$ cat src/rtl/img_pxl_idx_pkg.sv
`default_nettype none
// -----------------------------------------------------------------------------
// ImgRszPkg -- shared image widths, pixel-indexer state and skid-entry types.
// Revision: 1.0
// -----------------------------------------------------------------------------
package ImgRszPkg;

    localparam int IMG_WIDTH_IDX_W    = 12;
    localparam int IMG_HEIGHT_IDX_W   = 12;
    localparam int PXL_PRIM_COLOR_W   = 8;
    localparam int PXL_PRIM_COLOR_NUM = 3;
    localparam int PXL_DATA_W         = PXL_PRIM_COLOR_W * PXL_PRIM_COLOR_NUM;

    localparam logic [1:0] PXL_IDX_ST_IDLE   = 2'd0;
    localparam logic [1:0] PXL_IDX_ST_ACTIVE = 2'd1;
    localparam logic [1:0] PXL_IDX_ST_DROP   = 2'd2;

    typedef enum logic [1:0] {
        PXL_IDX_IDLE   = PXL_IDX_ST_IDLE,
        PXL_IDX_ACTIVE = PXL_IDX_ST_ACTIVE,
        PXL_IDX_DROP   = PXL_IDX_ST_DROP
    } PxlIdxState_t;

    // Frame config rides along with every pixel so queued pixels keep their own frame's size.
    typedef struct packed {
        logic [PXL_DATA_W-1:0]       data;
        logic [IMG_WIDTH_IDX_W-1:0]  x;
        logic [IMG_HEIGHT_IDX_W-1:0] y;
        logic [IMG_WIDTH_IDX_W-1:0]  width;
        logic [IMG_HEIGHT_IDX_W-1:0] height;
    } PxlSkidEnt_t;

endpackage
`default_nettype wire

$ cat src/rtl/img_pxl_idx_skid.sv
`default_nettype none
// -----------------------------------------------------------------------------
// img_pxl_skid -- DEPTH-entry circular skid buffer with a registered ready.
// Revision: 1.0
// -----------------------------------------------------------------------------
module img_pxl_skid
    import ImgRszPkg::*;
#(
    parameter int DEPTH = 2
) (
    input  logic        Clk,
    input  logic        Reset,
    input  logic        in_vld_i,
    input  PxlSkidEnt_t in_ent_i,
    output logic        in_rdy_o,
    output logic        out_vld_o,
    output PxlSkidEnt_t out_ent_o,
    input  logic        out_rdy_i
);

    localparam int PTR_W = (DEPTH > 1) ? $clog2(DEPTH) : 1;
    localparam int CNT_W = $clog2(DEPTH + 1);
    localparam logic [PTR_W-1:0] LAST_PTR = PTR_W'(DEPTH - 1);
    localparam logic [CNT_W-1:0] FULL_CNT = CNT_W'(DEPTH);

    PxlSkidEnt_t      mem_q [DEPTH];
    logic [PTR_W-1:0] wr_ptr_q, wr_ptr_d;
    logic [PTR_W-1:0] rd_ptr_q, rd_ptr_d;
    logic [CNT_W-1:0] cnt_q, cnt_d;
    logic             rdy_q, rdy_d;
    logic             push;
    logic             pop;

    assign push      = in_vld_i & rdy_q;
    assign out_vld_o = (cnt_q != '0);
    assign pop       = out_vld_o & out_rdy_i;
    assign out_ent_o = mem_q[rd_ptr_q];
    assign in_rdy_o  = rdy_q;

    always_comb begin
        wr_ptr_d = wr_ptr_q;
        rd_ptr_d = rd_ptr_q;
        cnt_d    = cnt_q;
        if (push) begin
            wr_ptr_d = (wr_ptr_q == LAST_PTR) ? '0 : wr_ptr_q + 1'b1;
        end
        if (pop) begin
            rd_ptr_d = (rd_ptr_q == LAST_PTR) ? '0 : rd_ptr_q + 1'b1;
        end
        case ({push, pop})
            2'b10:   cnt_d = cnt_q + 1'b1;
            2'b01:   cnt_d = cnt_q - 1'b1;
            default: cnt_d = cnt_q;
        endcase
        // Ready is registered from the next occupancy, so it never depends on in_vld_i combinationally.
        rdy_d = (cnt_d != FULL_CNT);
    end

    always_ff @(posedge Clk or negedge Reset) begin
        if (!Reset) begin
            for (int i = 0; i < DEPTH; i++) begin
                mem_q[i] <= '0;
            end
            wr_ptr_q <= '0;
            rd_ptr_q <= '0;
            cnt_q    <= '0;
            rdy_q    <= 1'b0;
        end else begin
            if (push) begin
                mem_q[wr_ptr_q] <= in_ent_i;
            end
            wr_ptr_q <= wr_ptr_d;
            rd_ptr_q <= rd_ptr_d;
            cnt_q    <= cnt_d;
            rdy_q    <= rdy_d;
        end
    end

endmodule
`default_nettype wire

$ cat src/rtl/img_pxl_idx.sv
`default_nettype none
// -----------------------------------------------------------------------------
// img_pxl_idx -- tags a raw pixel stream with (x,y) coordinates and frame config.
// Revision: 1.0
// -----------------------------------------------------------------------------
module img_pxl_idx
    import ImgRszPkg::*;
#(
    parameter int SKID_DEPTH = 2
) (
    input  logic                        Clk,
    input  logic                        Reset,
    input  logic [IMG_WIDTH_IDX_W-1:0]  CfgWidth,
    input  logic [IMG_HEIGHT_IDX_W-1:0] CfgHeight,
    input  logic [PXL_DATA_W-1:0]       InPxlData,
    input  logic                        InPxlSof,
    input  logic                        InPxlEol,
    input  logic                        InPxlVld,
    output logic                        InPxlRdy,
    output logic [IMG_WIDTH_IDX_W-1:0]  ImgWidth,
    output logic [IMG_HEIGHT_IDX_W-1:0] ImgHeight,
    output logic [PXL_DATA_W-1:0]       PxlData,
    output logic [IMG_WIDTH_IDX_W-1:0]  PxlX,
    output logic [IMG_HEIGHT_IDX_W-1:0] PxlY,
    output logic                        PxlVld,
    input  logic                        PxlRdy,
    output logic                        FrmDone,
    output logic                        ErrSof,
    output logic                        ErrLine,
    output logic                        ErrCfg,
    input  logic                        ErrClr
);

    PxlIdxState_t                state_q, state_d;
    logic [IMG_WIDTH_IDX_W-1:0]  xcnt_q, xcnt_d;
    logic [IMG_HEIGHT_IDX_W-1:0] ycnt_q, ycnt_d;
    logic [IMG_WIDTH_IDX_W-1:0]  wid_q, wid_d;
    logic [IMG_HEIGHT_IDX_W-1:0] hgt_q, hgt_d;
    logic                        frm_done_q, frm_done_d;
    logic                        err_sof_q, err_sof_d;
    logic                        err_line_q, err_line_d;
    logic                        err_cfg_q, err_cfg_d;

    logic                        acc;
    logic                        fwd;
    logic                        track;
    logic                        end_line;
    logic                        set_sof, set_line, set_cfg;
    logic [IMG_WIDTH_IDX_W-1:0]  x_e, w_e;
    logic [IMG_HEIGHT_IDX_W-1:0] y_e, h_e;
    PxlSkidEnt_t                 in_ent;
    PxlSkidEnt_t                 out_ent;

    assign acc = InPxlVld & InPxlRdy;

    always_comb begin
        state_d    = state_q;
        xcnt_d     = xcnt_q;
        ycnt_d     = ycnt_q;
        wid_d      = wid_q;
        hgt_d      = hgt_q;
        frm_done_d = 1'b0;
        fwd        = 1'b0;
        track      = 1'b0;
        end_line   = 1'b0;
        set_sof    = 1'b0;
        set_line   = 1'b0;
        set_cfg    = 1'b0;
        x_e        = xcnt_q;
        y_e        = ycnt_q;
        w_e        = wid_q;
        h_e        = hgt_q;

        if (acc) begin
            if (InPxlSof) begin
                if ((CfgWidth == '0) || (CfgHeight == '0)) begin
                    set_cfg = 1'b1;
                    state_d = PXL_IDX_IDLE;
                    xcnt_d  = '0;
                    ycnt_d  = '0;
                end else begin
                    // A valid SOF restarts the frame from any state with the new config.
                    set_sof = (state_q != PXL_IDX_IDLE);
                    wid_d   = CfgWidth;
                    hgt_d   = CfgHeight;
                    x_e     = '0;
                    y_e     = '0;
                    w_e     = CfgWidth;
                    h_e     = CfgHeight;
                    fwd     = 1'b1;
                    track   = 1'b1;
                end
            end else begin
                case (state_q)
                    PXL_IDX_ACTIVE: begin
                        fwd   = 1'b1;
                        track = 1'b1;
                    end
                    PXL_IDX_DROP: begin
                        end_line = InPxlEol;
                    end
                    default: begin
                    end
                endcase
            end
        end

        if (track) begin
            xcnt_d  = x_e;
            ycnt_d  = y_e;
            state_d = PXL_IDX_ACTIVE;
            if (InPxlEol) begin
                set_line = (x_e != (w_e - 1'b1));
                end_line = 1'b1;
            end else if (x_e == (w_e - 1'b1)) begin
                set_line = 1'b1;
                state_d  = PXL_IDX_DROP;
            end else begin
                xcnt_d = x_e + 1'b1;
            end
        end

        if (end_line) begin
            xcnt_d = '0;
            if (y_e == (h_e - 1'b1)) begin
                frm_done_d = 1'b1;
                ycnt_d     = '0;
                state_d    = PXL_IDX_IDLE;
            end else begin
                ycnt_d  = y_e + 1'b1;
                state_d = PXL_IDX_ACTIVE;
            end
        end

        // Set has priority over a coincident clear.
        err_sof_d  = (err_sof_q  & ~ErrClr) | set_sof;
        err_line_d = (err_line_q & ~ErrClr) | set_line;
        err_cfg_d  = (err_cfg_q  & ~ErrClr) | set_cfg;
    end

    always_ff @(posedge Clk or negedge Reset) begin
        if (!Reset) begin
            state_q    <= PXL_IDX_IDLE;
            xcnt_q     <= '0;
            ycnt_q     <= '0;
            wid_q      <= '0;
            hgt_q      <= '0;
            frm_done_q <= 1'b0;
            err_sof_q  <= 1'b0;
            err_line_q <= 1'b0;
            err_cfg_q  <= 1'b0;
        end else begin
            state_q    <= state_d;
            xcnt_q     <= xcnt_d;
            ycnt_q     <= ycnt_d;
            wid_q      <= wid_d;
            hgt_q      <= hgt_d;
            frm_done_q <= frm_done_d;
            err_sof_q  <= err_sof_d;
            err_line_q <= err_line_d;
            err_cfg_q  <= err_cfg_d;
        end
    end

    always_comb begin
        in_ent        = '0;
        in_ent.data   = InPxlData;
        in_ent.x      = x_e;
        in_ent.y      = y_e;
        in_ent.width  = w_e;
        in_ent.height = h_e;
    end

    img_pxl_skid #(
        .DEPTH     (SKID_DEPTH)
    ) u_skid (
        .Clk       (Clk),
        .Reset     (Reset),
        .in_vld_i  (InPxlVld & fwd),
        .in_ent_i  (in_ent),
        .in_rdy_o  (InPxlRdy),
        .out_vld_o (PxlVld),
        .out_ent_o (out_ent),
        .out_rdy_i (PxlRdy)
    );

    assign PxlData   = out_ent.data;
    assign PxlX      = out_ent.x;
    assign PxlY      = out_ent.y;
    assign ImgWidth  = out_ent.width;
    assign ImgHeight = out_ent.height;
    assign FrmDone   = frm_done_q;
    assign ErrSof    = err_sof_q;
    assign ErrLine   = err_line_q;
    assign ErrCfg    = err_cfg_q;

endmodule
`default_nettype wire

$ cat config.mk
export PLATFORM = sky130hd
export DESIGN_NAME = img_pxl_idx
export DESIGN_NICKNAME = d
export VERILOG_FILES = /design/src/rtl/img_pxl_idx_pkg.sv /design/src/rtl/img_pxl_idx_skid.sv /design/src/rtl/img_pxl_idx.sv
export SDC_FILE = /design/constraint.sdc
export NUM_CORES = 1
export LEC_CHECK = 0
export ABC_AREA = 0
export BUFFER_PORTS_ARGS = -buffer_cell sky130_fd_sc_hd__buf_4
export CAP_MARGIN = 40
export CORE_MARGIN = 2
export CORE_UTILIZATION = 35
export DETAILED_ROUTE_END_ITERATION = 10
export GPL_ROUTABILITY_DRIVEN = 0
export PLACE_DENSITY = 0.51
export SLEW_MARGIN = 5
export SYNTH_ARGS = -nofsm -noshare
export SYNTH_HDL_FRONTEND = slang
export SYNTH_SLANG_ARGS = --single-unit
$ cat constraint.sdc
create_clock -name Clk -period 11.65 [get_ports Clk]
set_clock_uncertainty 0.1 [all_clocks]
set_input_delay 1.165 -clock Clk [delete_from_list [all_inputs] [get_ports Clk]]
set_output_delay 1.165 -clock Clk [all_outputs]
set_load 0.05 [all_outputs]
==> results of run 1 <==
synth_stat cells (3+ instances only):
cell,count,area (µm²)
or3_1,9,56.3
or4_1,8,60.1
nand4b_1,5,43.8
nor2_1,27,101
mux2_2,96,1080
a22oi_1,3,22.5
buf_1,5,18.8
nand3b_1,3,22.5
nor4b_1,3,26.3
xnor2_1,21,184
xor2_1,17,149
clkbuf_1,37,139
a31oi_1,6,37.5
nor3_1,10,50.1
dfrtp_1,203,5080
nand2b_1,8,50.1
nor3b_1,3,22.5
ha_1,7,87.6
o22ai_1,4,25.0
o21ai_0,115,576
a32oi_1,3,26.3
nor4_1,10,62.6
and2_1,3,18.8
o41ai_1,4,35.0
nand3_1,23,115
a21oi_1,11,55.1
buf_2,14,70.1
nand4_1,12,75.1
nor2b_1,7,43.8
inv_1,41,154
or2_2,4,25.0
o31ai_1,7,52.6
o311ai_0,4,35.0
mux2i_1,24,240
o211ai_1,6,45.0
a22o_1,5,43.8
nand2_1,217,815
sequential cells by signal, summed over array words and instances (netlist names):
signal / count
ErrCfg: 1
u_skid.in_rdy_o: 1
ycnt_q: 12
u_skid.rd_ptr_q: 1
ErrSof: 1
xcnt_q: 12
state_q: 2
u_skid.wr_ptr_q: 1
hgt_q: 12
u_skid.cnt_q: 2
u_skid.mem_q: 144
wid_q: 12
ErrLine: 1
FrmDone: 1
worst max path at each step:
stage / cells after the start / end / start
6_report: 14 / ycnt_q[11] / CfgWidth[2]
4_1_cts: 14 / ycnt_q[11] / CfgWidth[2]
2_1_floorplan: 19 / state_q[0] / CfgWidth[2]
3_5_place_dp: 14 / ycnt_q[9] / CfgWidth[2]
5_1_grt: 14 / ycnt_q[11] / CfgWidth[2]
3_3_place_gp: 14 / ycnt_q[9] / CfgWidth[2]
power groups by stage:
| stage | Clock, W | Sequential (W) | Combinational (W) |
|---|---|---|---|
| floorplan | 0 | 0.00105 | 0.00113 |
| CTS | 0.000784 | 0.00111 | 0.00152 |
| global route | 0.000813 | 0.00114 | 0.00162 |
| detailed placement | 0 | 0.00112 | 0.00151 |
| finish | 0.000760 | 0.00110 | 0.00149 |
| global placement | 0 | 0.00111 | 0.00149 |
metal layers:
layer / routed length (µm) / track usage / vias up / part of all wire
met2: 11400 / 0.274 / 157 / 0.45
met3: 1780 / 0.0482 / 34 / 0.070
li1: - / - / 3764 / -
met1: 11900 / 0.244 / 3669 / 0.46
met5: 0 / 0 / - / 0
met4: 494 / 0.0374 / 0 / 0.019
cells by family after synthesis:
logic type / share of synthesized area
simple gates: 0.167
flops: 0.505
compound gates: 0.112
mux: 0.133
buf+inv: 0.0409
xor+xnor: 0.0331
fa+ha+maj: 0.00871
stage by stage:
stage                     total power, W  cells  hold slack [ps]   util  area, µm²
after CTS                        0.00341   1533              377  0.430      12200
after global routing             0.00358   1533              395  0.430      12200
final                            0.00336   1534              369  0.430      12300
after global placement           0.00260   1483              357  0.399      11400
after detailed placement         0.00263   1487              363  0.402      11400
after floorplan                  0.00218   1018              342      -      10100
critical path, stage by stage:
cell	delay, ps
buf_4	120
or3_1	460
or4_1	740
and2_4	370
mux2i_1	340
ha_1	370
or4b_2	680
nor4_1	270
xnor2_1	110
o211ai_1	90
o22ai_1	150
a31oi_4	520
nand2_1	230
o311ai_0	410
final cells by class:
type / count / area, µm²
Antenna cell: 1 / 2.50
Sequential cell: 203 / 5080
Timing Repair Buffer: 144 / 1140
Fill cell: 2826 / 16200
Multi-Input combinational cell: 715 / 4580
Clock buffer: 37 / 731
Inverter: 41 / 154
Tap cell: 384 / 480
Clock inverter: 9 / 80.1
==> qor.csv, run 1 <==
metric,value,unit
#FFs+latches synth,203,
Final WS setup,5880,ps
I/O pins,133,
Int Pwr,0.00193,W
full die area,0.0301,mm²
Clock transition at path regs,60,ps
R2R Path End,ycnt_q[11],
Core ar.,0.0285,mm²
DRT iter0 DRCs,431,
grt total ovfl,0,
initial antenna violation count,1,
Startpoint Class,primary input,
Crit path required time,11940,ps
Total Neg Setup Slack,0,ps
CP Class,primary input to flip-flop,
CTS Buf Count,25,
first-pass GRT wire length,43000,µm
Synth cell types,63,
"Warnings, synthesis",0,
WL/cell,16.7,µm
Mapped Nets,1080,
Comb power frac,0.445,
postcts setup bufs,0,
Cells after Synth,1018,
largest net degree at the start of global routing,79,
Post-CTS Resized,0,
Worst Hold Class,flip-flop to flip-flop,
CTS tree,done,
"EDFF count, synth",0,
die width,174,µm
Synth Cell Area,0.0101,mm²
outcome,finished clean,
worst skew pair latency,520,ps
Max Cap Viol,0,
Port Buffers,132,
Clock Path Buffers,3,
total number of vias,7624,
flop-to-flop setup slack,6470,ps
vias per cell,4.97,
Hold Crit Depth,2,
R2R cell count,13,
Antenna Violating Nets Remaining,0,
Async SR Flop Fraction,1.00,
First-pass DRT Iterations,4,
final WL,25600,µm
Leak Pwr,5.61,nW
reg2reg start,u_skid.in_rdy_o,
Syn Area/Cell,9.88,µm²
crit path max fanout,29,
ys flop type,dfrtp_1,
worst slack at placement,5440,ps
sequential-to-total area share from yosys stat,0.505,
"commonest non-fill, non-tap cell in the layout",nand2_1,
min-delay src,u_skid.mem_q[122],
Net Sw Frac,0.426,
nets@finish,1192,
layout cells sized above 1,0.256,
Residual DRC,0,
arrival time at the worst endpoint,6060,ps
vias in the first global route,7871,
final hold violation count,0,
power per cell area,274,mW/mm²
Seq pwr share,0.329,
fin crit period,5770,ps
Clk pwr share,0.226,
die span in y,174,µm
final worst-path cycle share,0.495,
Layout Area Growth over Synthesis,21.8,%
worst rel slew slack,0.445,
unrepaired setup endpoints after global routing,false,
H-tree Lvls,1,
most frequent cells in the layout,"217 x nand2_1, 202 x dfrtp_1, 139 x buf_4",
global-route usage over all layers,0.175,
Detailed Place HPWL,17900,µm
CP endpoint kind,flip-flop,
CTS Hold Bufs,0,
Starting Density,0.353,
setup violators final,0,
fin. max-slew vios,0,
VDD IR-drop max,0.000177,V
# rows,62,
root buffer cell,clkbuf_16,
Max Clock Freq,173,MHz
Worst Hold Path EP,u_skid.mem_q[122],
Worst Tran Pin Value,830,ps
Switching Power,0.00143,W
TritonCTS Sinks,203,
No activity file was read; power rests on OpenSTA's default activity.
==> run 2, diff against run 1 <==
- ABC_AREA: 0 -> 1
- clock period: 11.65 -> 5.5 ns (I/O delays scaled with it)
==> run 2 against run 1 <==
Net effect:
- the flow now finishes with violations (hold timing)
- power is 110% higher
- non-clock buffer count stayed put
- setup slack worse by 4300 ps
- critical path depth is 4 higher
- wire length is 6.5% higher
- global-route usage is 0.54 points higher
- design area is 1.5% higher
- die area is 2.9% higher
- clock-buffer cell count is 3 higher
- largest power group unchanged
==> qor.csv, run 2 <==
metric,value,unit,change
Detailed Place HPWL,18700,µm,+4.9%
"Warnings, synthesis",0,,unchanged
Leak Pwr,6.52,nW,+16%
fin. max-slew vios,0,,unchanged
postcts setup bufs,0,,unchanged
crit path max fanout,30,,+3.4%
"EDFF count, synth",0,,unchanged
VDD IR-drop max,0.000279,V,+58%
Syn Area/Cell,7.50,µm²,-24%
vias in the first global route,8514,,+8.2%
Core ar.,0.0289,mm²,+1.6%
"commonest non-fill, non-tap cell in the layout",nand2_1,,
largest net degree at the start of global routing,109,,+38%
Clock Path Buffers,3,,unchanged
First-pass DRT Iterations,5,,+1
Max Clock Freq,257,MHz,
Mapped Nets,1442,,+34%
crit path cell chain,"nand2_1, nor2_2, nand3_4, buf_4, nand2_1, nand2_2, ha_1, xnor2_1, o21ai_1, nor2_1, nand2_1, nor2_1, nand2_1, nor2_1, nand2_2, inv_1, ha_1, o211ai_1",,
Largest register FFs,144,,unchanged
CTS Hold Bufs,0,,unchanged
Worst Tran Pin Value,848,ps,+17.6 ps
I/O pins,133,,unchanged
worst rel slew slack,0.435,,-0.0104
Worst Hold Class,primary input to async pin,,
Async SR Flop Fraction,1.00,,unchanged
CTS tree,done,,
Residual DRC,0,,unchanged
R2R cell count,18,,+5
CTS Buf Count,25,,unchanged
Crit path max-delay family,simple AND/OR/NAND/NOR gates,,
ant diodes,0,,-1
# rows,62,,unchanged
flop-to-flop setup slack,1620,ps,-4850 ps
slowest library cell on the worst path,nor2_2,,
Stages on worst setup path,18,,+4
#FFs+latches synth,203,,unchanged
nets@finish,1553,,+30%
outcome,finished with violations,,
sequential-to-total area share from yosys stat,0.491,,-0.0146
Crit path largest cell delay,470,ps,-270 ps
Clock transition at path regs,50,ps,about the same
WL/cell,14.4,µm,-14%
Critical Path Most Common Cell,nand2_1,,
first-pass GRT wire length,45500,µm,+6.0%
worst skew pair latency,520,ps,about the same
R2R Path End,state_q[0],,
Synth Cell Area,0.0104,mm²,+3.0%
Starting Density,0.358,,+0.00465
Synth cell types,39,,-38%
Cells after Synth,1380,,+36%
Crit path required time,5770,ps,-6170 ps
ys flop type,dfrtp_1,,
final worst-path cycle share,0.706,,
largest reg by FF count,u_skid.mem_q,,
Yosys top cell by area,dfrtp_1,,
most frequent cells in the layout,"532 x nand2_1, 202 x dfrtp_1, 173 x o21ai_0",,
power per cell area,580,mW/mm²,+110%
Max Cap Viol,0,,unchanged
synth top area cells,"dfrtp_1 49%, nand2_1 19%, o21ai_0 8.4%, inv_1 5.5%, nand3_1 2.9%",,
reg2reg start,u_skid.in_rdy_o,,
setup violators final,0,,unchanged
initial antenna violation count,0,,-1
grt total ovfl,0,,unchanged
total number of vias,8754,,+15%
final hold violation count,4,,+4
Buf/Inv on CP,2,,+1
Filler cells,3045,,+7.7%
CP Class,flip-flop to flip-flop,,
Startpoint Class,flip-flop,,
layout cells sized above 1,0.156,,-0.100
root buffer cell,clkbuf_16,,
Post-CTS Resized,0,,unchanged
CP endpoint kind,flip-flop,,
Antenna Violating Nets Remaining,0,,unchanged
die width,176,µm,+1.4%
failing checks,hold timing,,
die span in y,176,µm,+1.4%
H-tree Lvls,1,,unchanged
DRT iter0 DRCs,604,,+40%
Yosys top cell area share,0.491,,-0.0146
Worst Hold Slack,-13.8,ps,-383 ps
full die area,0.0310,mm²,+2.9%
global-route usage over all layers,0.181,,+0.00540
Port Buffers,132,,unchanged
total power,0.00722,W,+110%
unrepaired setup endpoints after global routing,false,,
vias per cell,4.62,,-7.0%
Total Neg Setup Slack,0,ps,unchanged
TritonCTS Sinks,203,,unchanged
final WL,27300,µm,+6.5%
Layout Area Growth over Synthesis,20.1,%,
fin crit period,3880,ps,
arrival time at the worst endpoint,4160,ps,-1900 ps
Post-synth top cells,"533 x nand2_1, 203 x dfrtp_1, 173 x o21ai_0, 152 x inv_1, 61 x nand3_1",,
most common cell in the synthesized netlist,nand2_1,,
==> run 2: worst reg2reg max path: cells and delay by family, from the launching register on <==
family	cells	cell delay, ps
AND/OR/NAND/NOR	11	1920
buffers and inverters	2	530
adder cells (fa/ha/maj)	2	520
flip-flops	1	340
AO/OA/AOI/OAI	2	190
XOR/XNOR	1	150
==> run 2: cell families (layout without fill, tap and decap cells) <==
kind of cell | count (synthesis) | after routing | synth area share
simple gates | 707 | 707 | 0.285
buf+inv | 224 | 353 | 0.0882
compound gates | 220 | 220 | 0.111
flops | 203 | 203 | 0.491
xor+xnor | 19 | 19 | 0.0161
fa+ha+maj | 7 | 7 | 0.00846
==> run 2: worst max-delay path by stage <==
stage / startpoint / to / slack (ps)
6_report: u_skid.in_rdy_o / state_q[0] / 1620
5_1_grt: u_skid.in_rdy_o / state_q[0] / 1160
4_1_cts: u_skid.in_rdy_o / state_q[0] / 1570
3_5_place_dp: CfgHeight[8] / ycnt_q[6] / 1280
3_3_place_gp: CfgHeight[8] / ycnt_q[5] / 1360
2_1_floorplan: u_skid.in_rdy_o / ErrLine / 2290
==> run 2: area by class of cell <==
class | instances | area [µm²] | area share
repair buffers | 144 | 1110 | 0.0895
flip-flops and latches | 203 | 5080 | 0.409
well taps | 384 | 480 | 0.0386
clock inverters | 5 | 30.0 | 0.00242
multi-input cells | 953 | 4370 | 0.352
inverters | 164 | 616 | 0.0495
clock buffers | 40 | 742 | 0.0597
==> run 2: per-stage QoR <==
step           cell area, µm²  cells  setup WS, ps  utilization
2_1_floorplan           10400   1380          2290            -
3_3_place_gp            11700   1848          1360        0.403
3_5_place_dp            11700   1848          1280        0.403
4_1_cts                 12400   1893          1570        0.430
5_1_grt                 12400   1893          1160        0.430
6_report                12400   1893          1620        0.430
==> run 2: layer usage <==
metal | GRT usage | vias to the layer above | share of wire
met1 | 0.279 | 3982 | 0.52
met4 | 0.0468 | 0 | 0.022
met3 | 0.0261 | 35 | 0.046
met5 | 0 | - | 0
met2 | 0.264 | 173 | 0.41
li1 | - | 4564 | -
==> run 2: power by group <==
part	internal, W	switching [W]	total, W
clock network	0.000917	0.000623	0.00154
logic	0.000961	0.00245	0.00341
registers	0.00200	0.000262	0.00226
total	0.00388	0.00334	0.00722
